$ cat src/rtl/dmem_pkg.sv
// Shared types and helpers for the banked data memory.
package dmem_pkg;

  typedef enum logic [0:0] {
    CLEAR = 1'b0,
    READY = 1'b1
  } state_e;

  localparam logic [31:0] DMEM_DEFAULT_BASE = 32'd1024;

  // Number of byte lanes in one memory word.
  function automatic int unsigned bytes_per_word(input int unsigned data_w);
    return data_w / 8;
  endfunction

endpackage

$ cat src/rtl/dmem_addr_decode.sv
// Byte address to word index translation with range and alignment checking.
// Purely combinational.
module dmem_addr_decode
  import dmem_pkg::*;
#(
  parameter int unsigned DATA_W    = 32,
  parameter int unsigned DEPTH     = 64,
  parameter logic [31:0] BASE_ADDR = DMEM_DEFAULT_BASE,
  localparam int unsigned IDX_W    = $clog2(DEPTH)
) (
  input  logic [31:0]      addr,
  output logic [IDX_W-1:0] idx,
  output logic             err
);

  localparam int unsigned BPW      = bytes_per_word(DATA_W);
  localparam logic [31:0] Bpw32    = 32'(BPW);
  // Window size kept one bit wider so a window filling the full 4 GiB still compares correctly.
  localparam logic [32:0] WinBytes = 33'(DEPTH * BPW);

  logic [31:0] off;

  // Offset from the window base; wraps for addresses below the base, caught by the first term.
  always_comb begin
    off = addr - BASE_ADDR;
    err = (addr < BASE_ADDR) | ({1'b0, off} >= WinBytes) | ((off % Bpw32) != 32'd0);
    idx = IDX_W'(off / Bpw32);
  end

endmodule

$ cat src/rtl/dmem_banked_param.sv
// Parametrised word-addressed data memory with valid/ready request port,
// registered 1-cycle response, error checking and a clear sweep after reset.
// Optional macro DMEM_BYTE_WRITE_EN enables per-byte write masking via req_be.
module dmem_banked_param
  import dmem_pkg::*;
#(
  parameter int unsigned DATA_W    = 32,
  parameter int unsigned DEPTH     = 64,
  parameter logic [31:0] BASE_ADDR = DMEM_DEFAULT_BASE,
  localparam int unsigned IDX_W    = $clog2(DEPTH),
  localparam int unsigned BE_W     = DATA_W / 8
) (
  input  logic              clk,
  input  logic              rst,
  input  logic              req_valid,
  output logic              req_ready,
  input  logic              req_we,
  input  logic [31:0]       req_addr,
  input  logic [DATA_W-1:0] req_wdata,
  input  logic [BE_W-1:0]   req_be,
  output logic              rsp_valid,
  output logic [DATA_W-1:0] rsp_rdata,
  output logic              rsp_err,
  output logic              init_busy
);

  state_e            state_q, state_d;
  logic [IDX_W-1:0]  ptr_q, ptr_d;
  logic [DATA_W-1:0] mem [DEPTH];

  logic              rsp_valid_q, rsp_err_q;
  logic [DATA_W-1:0] rsp_rdata_q;

  logic [IDX_W-1:0]  dec_idx;
  logic              dec_err;
  logic              accept;

  logic              wr_en;
  logic [IDX_W-1:0]  wr_idx;
  logic [DATA_W-1:0] wr_data;
  logic [BE_W-1:0]   wr_mask;

`ifndef DMEM_BYTE_WRITE_EN
  logic unused_be;
  assign unused_be = ^req_be;
`endif

  dmem_addr_decode #(
    .DATA_W    (DATA_W),
    .DEPTH     (DEPTH),
    .BASE_ADDR (BASE_ADDR)
  ) u_decode (
    .addr (req_addr),
    .idx  (dec_idx),
    .err  (dec_err)
  );

  // Ready and busy are pure decodes of the registered state.
  assign req_ready = (state_q == READY);
  assign init_busy = (state_q == CLEAR);
  assign accept    = req_valid && req_ready;

  // State and clear-pointer registers.
  always_ff @(posedge clk) begin
    if (rst) begin
      state_q <= CLEAR;
      ptr_q   <= '0;
    end else begin
      state_q <= state_d;
      ptr_q   <= ptr_d;
    end
  end

  // Sweep sequencing: one word per cycle, leave CLEAR after the last word.
  always_comb begin
    state_d = state_q;
    ptr_d   = ptr_q;
    unique case (state_q)
      CLEAR: begin
        ptr_d = ptr_q + IDX_W'(1);
        if (ptr_q == IDX_W'(DEPTH - 1)) begin
          state_d = READY;
        end
      end
      READY: ;
    endcase
  end

  // Single write port shared by the clear sweep and accepted, error-free writes.
  always_comb begin
    wr_en   = 1'b0;
    wr_idx  = dec_idx;
    wr_data = req_wdata;
    wr_mask = '1;
    if (state_q == CLEAR) begin
      wr_en   = 1'b1;
      wr_idx  = ptr_q;
      wr_data = '0;
    end else if (accept && req_we && !dec_err) begin
      wr_en = 1'b1;
`ifdef DMEM_BYTE_WRITE_EN
      wr_mask = req_be;
`endif
    end
  end

  // Storage array; no reset, contents are initialised by the sweep.
  always_ff @(posedge clk) begin
    if (wr_en && !rst) begin
      for (int k = 0; k < BE_W; k++) begin
        if (wr_mask[k]) begin
          mem[wr_idx][8*k +: 8] <= wr_data[8*k +: 8];
        end
      end
    end
  end

  // Response register: one strobe per accepted request, data only for good reads.
  always_ff @(posedge clk) begin
    if (rst) begin
      rsp_valid_q <= 1'b0;
      rsp_err_q   <= 1'b0;
      rsp_rdata_q <= '0;
    end else begin
      rsp_valid_q <= accept;
      rsp_err_q   <= accept && dec_err;
      rsp_rdata_q <= (accept && !req_we && !dec_err) ? mem[dec_idx] : '0;
    end
  end

  assign rsp_valid = rsp_valid_q;
  assign rsp_err   = rsp_err_q;
  assign rsp_rdata = rsp_rdata_q;

endmodule

$ cat config.mk
export PLATFORM = sky130hd
export DESIGN_NAME = dmem_banked_param
export DESIGN_NICKNAME = d
export VERILOG_FILES = /design/src/rtl/dmem_pkg.sv /design/src/rtl/dmem_addr_decode.sv /design/src/rtl/dmem_banked_param.sv
export SDC_FILE = /design/constraint.sdc
export NUM_CORES = 2
export LEC_CHECK = 0
export CAP_MARGIN = 20
export CORE_MARGIN = 2
export CORE_UTILIZATION = 25
export DETAILED_ROUTE_END_ITERATION = 7
export HOLD_SLACK_MARGIN = 0.05
export PLACE_DENSITY = 0.49
export SYNTH_ARGS = -nofsm -noshare
export SYNTH_HDL_FRONTEND = slang
export SYNTH_SLANG_ARGS = --single-unit
$ cat constraint.sdc
create_clock -name clk -period 5.65 [get_ports clk]
set_input_delay 0.8475 -clock clk [delete_from_list [all_inputs] [get_ports clk]]
set_output_delay 0.8475 -clock clk [all_outputs]
set_load 0.02 [all_outputs]
==> flow_metrics.tcl <==
set metrics [dict create \
    final_common_cell "edfxtp_1" \
    peakVddDrop_uv 269 \
    num-fill-cells 31000 \
    cts_setup_buffers 0 \
    syn_area_um2 80500 \
    fin_setup_tns_ns 0 \
    worstSetupEndpointType "output pin" \
    yosys.area.top_type "edfxtp_1" \
    finalPower_mw 31.8 \
    cts_tree "done" \
    p_per_area_nw_per_um2 335 \
    hold_viol 0 \
    ctsHoldBuffers 0 \
    async_flop_share 0 \
    die_h_um 571 \
    finalWirelength_mm 227 \
    htreeDepth 4 \
    rsz0062_at_grt "no" \
    cts_resized 0 \
    syn-num-nets 3680 \
    synth_top_cells_by_area "edfxtp_1 76%, mux4_2 13%, mux2i_1 1.9%" \
    rr_startpoint "req_ready" \
    cp-startpoint "req_ready" \
    setup-violations-final 0 \
    postRouteAntennaNets 0 \
    antenna_found_initial 9 \
    hp-start "ptr_q[0]" \
    worst_pin_slew_ns 1.10 \
    area_growth_pct 18.1 \
    path_class "register to output pin" \
    ys_seq_elements 2089 \
    final_layout_size_suffix_gt1_frac 0.273 \
    slew_headroom 0.266 \
    final_cell_mix "2048 x edfxtp_1, 478 x mux4_2, 210 x clkbuf_16" \
    ys_types 65 \
    clk_pin_slew_ns 0.06 \
    multi_input_area_um2 17600 \
    cts_sinks 2089 \
    drc 0 \
    fin_nets 3984 \
    cap_violations 0 \
    core_area_um2 321000 \
    drtIter0Drc 3569 \
    placed_cell_area_um2 88200 \
    clockBufferDepth 3 \
    period_share 0.691 \
    grt_pass1_vias 40300 \
    row_count 208 \
    seq_area_frac_synth 0.774 \
    period_minus_slack_ns 3.91 \
    numCtsBuffers 206 \
    fp.dieW_um 571 \
    avgViaCountPerCell 4.60 \
    hold_path_class "register to register" \
    yosys_warnings 0 \
    dr.pass1.iters 5 \
    p_leak_nw 30.7 \
    timing.fmax_mhz 256 \
    grt_max_degree 88 \
    worstSkewPairLatency_ns 0.85 \
    synthesis.instances 3607 \
    final_util 0.296 \
    dp.cells 8001 \
    cp_data_arrival_time_ns 3.06 \
    syn_avg_cell_area_um2 22.3 \
    outcome "complete, no violations" \
    grt-ovfl-total 0 \
    grt_usage 0.138 \
    grt_pass1_wl_mm 318 \
    dp_hpwl_mm 133 \
    critPathLaunchType "register" \
    synth_edf_count 2048 \
    finClkSkew_ns 0.0423 \
    place_congestion 0.779 \
    final_cell_area_um2 95100 \
    port_buffers 103 \
    initial_utilization 0.251 \
    post_drt_wl_per_cell_um 27.1 \
    cts_root_buffer "clkbuf_16" \
    io_pins 108 \
    synthFlopType "edfxtp_1" \
    layout.cells.non_filler 8396 \
    seqCellArea_um2 62300 \
    vias 38600 \
    yosys.area.top_type_share 0.764 \
    drv_slew 0 \
    cp_max_fo 29 \
    cp_data_required_time_ns 4.80 \
    die_area_um2 327000 \
]
-- through the flow --
step	setup slack, ns	hold WS, ns
after floorplan	0.635	0.477
after global placement	1.07	0.495
after detailed placement	1.10	0.497
after CTS	1.64	0.517
after global routing	1.63	0.556
final	1.74	0.530
-- cells by family after synthesis --
| kind of cell | synth area share |
|---|---|
| flops | 0.774 |
| mux | 0.156 |
| compound gates | 0.0329 |
| simple gates | 0.0188 |
| buf+inv | 0.0179 |
| xor+xnor | 0.000326 |
| fa+ha+maj | 0.000155 |
-- worst paths after layout --
kind	end	slack, ns	depth (start not counted)
setup / recovery	init_busy	1.74	2
hold / removal	ptr_q[0]	0.53	2
setup reg to reg	mem[4][12]	1.86	5
hold reg to reg	ptr_q[0]	0.53	2
-- cell usage after synthesis, types with 9 or more instances --
master	n
nand3_1	26
mux2_2	20
a221oi_1	35
o221ai_1	11
edfxtp_1	2048
buf_12	12
nand2_1	67
and2_1	47
a211oi_1	59
and3_1	10
buf_6	31
dfxtp_1	41
a22oi_1	64
nand2b_1	9
a21oi_1	54
o21ai_0	22
mux4_2	478
clkbuf_1	69
mux2i_1	156
o32ai_1	10
nor3_1	24
buf_2	63
o22ai_1	32
nor2_1	47
buf_4	22
a211o_1	23
nor2b_1	12
nand4_1	15
-- power by group --
group	switching, mW	internal (mW)	total [mW]
registers	0.0123	16.8	16.8
clock network	5.91	7.82	13.7
logic	0.766	0.529	1.30
-- layout make-up --
type | count | area share
diodes | 4 | 0.000105
multi-input cells | 1306 | 0.185
clock inverters | 125 | 0.0126
flip-flops and latches | 2089 | 0.655
clock buffers | 259 | 0.0579
repair buffers | 303 | 0.0322
inverters | 5 | 0.000210
well taps | 4305 | 0.0566
-- state kept, by name (all words and copies together) (netlist names) --
name	cells
rsp_rdata	32
req_ready	1
rsp_valid	1
rsp_err	1
mem	2048
ptr_q	6
-- critical path, stage by stage (launching register included) --
cell	delay (ns)
dfxtp_2	0.79
clkinv_1	0.56
clkdlybuf4s50_1	0.84
-- routing by layer --
metal  vias up  GRT usage  wire length (µm)  share of wire
met1     21300      0.181             96400           0.42
met2      1011      0.239            116000           0.51
li1      16000          -                 -              -
met4         0     0.0356              5370          0.024
met3       246     0.0176              9960          0.044
met5         -          0                 0              0
No activity file was read; power rests on OpenSTA's default activity.
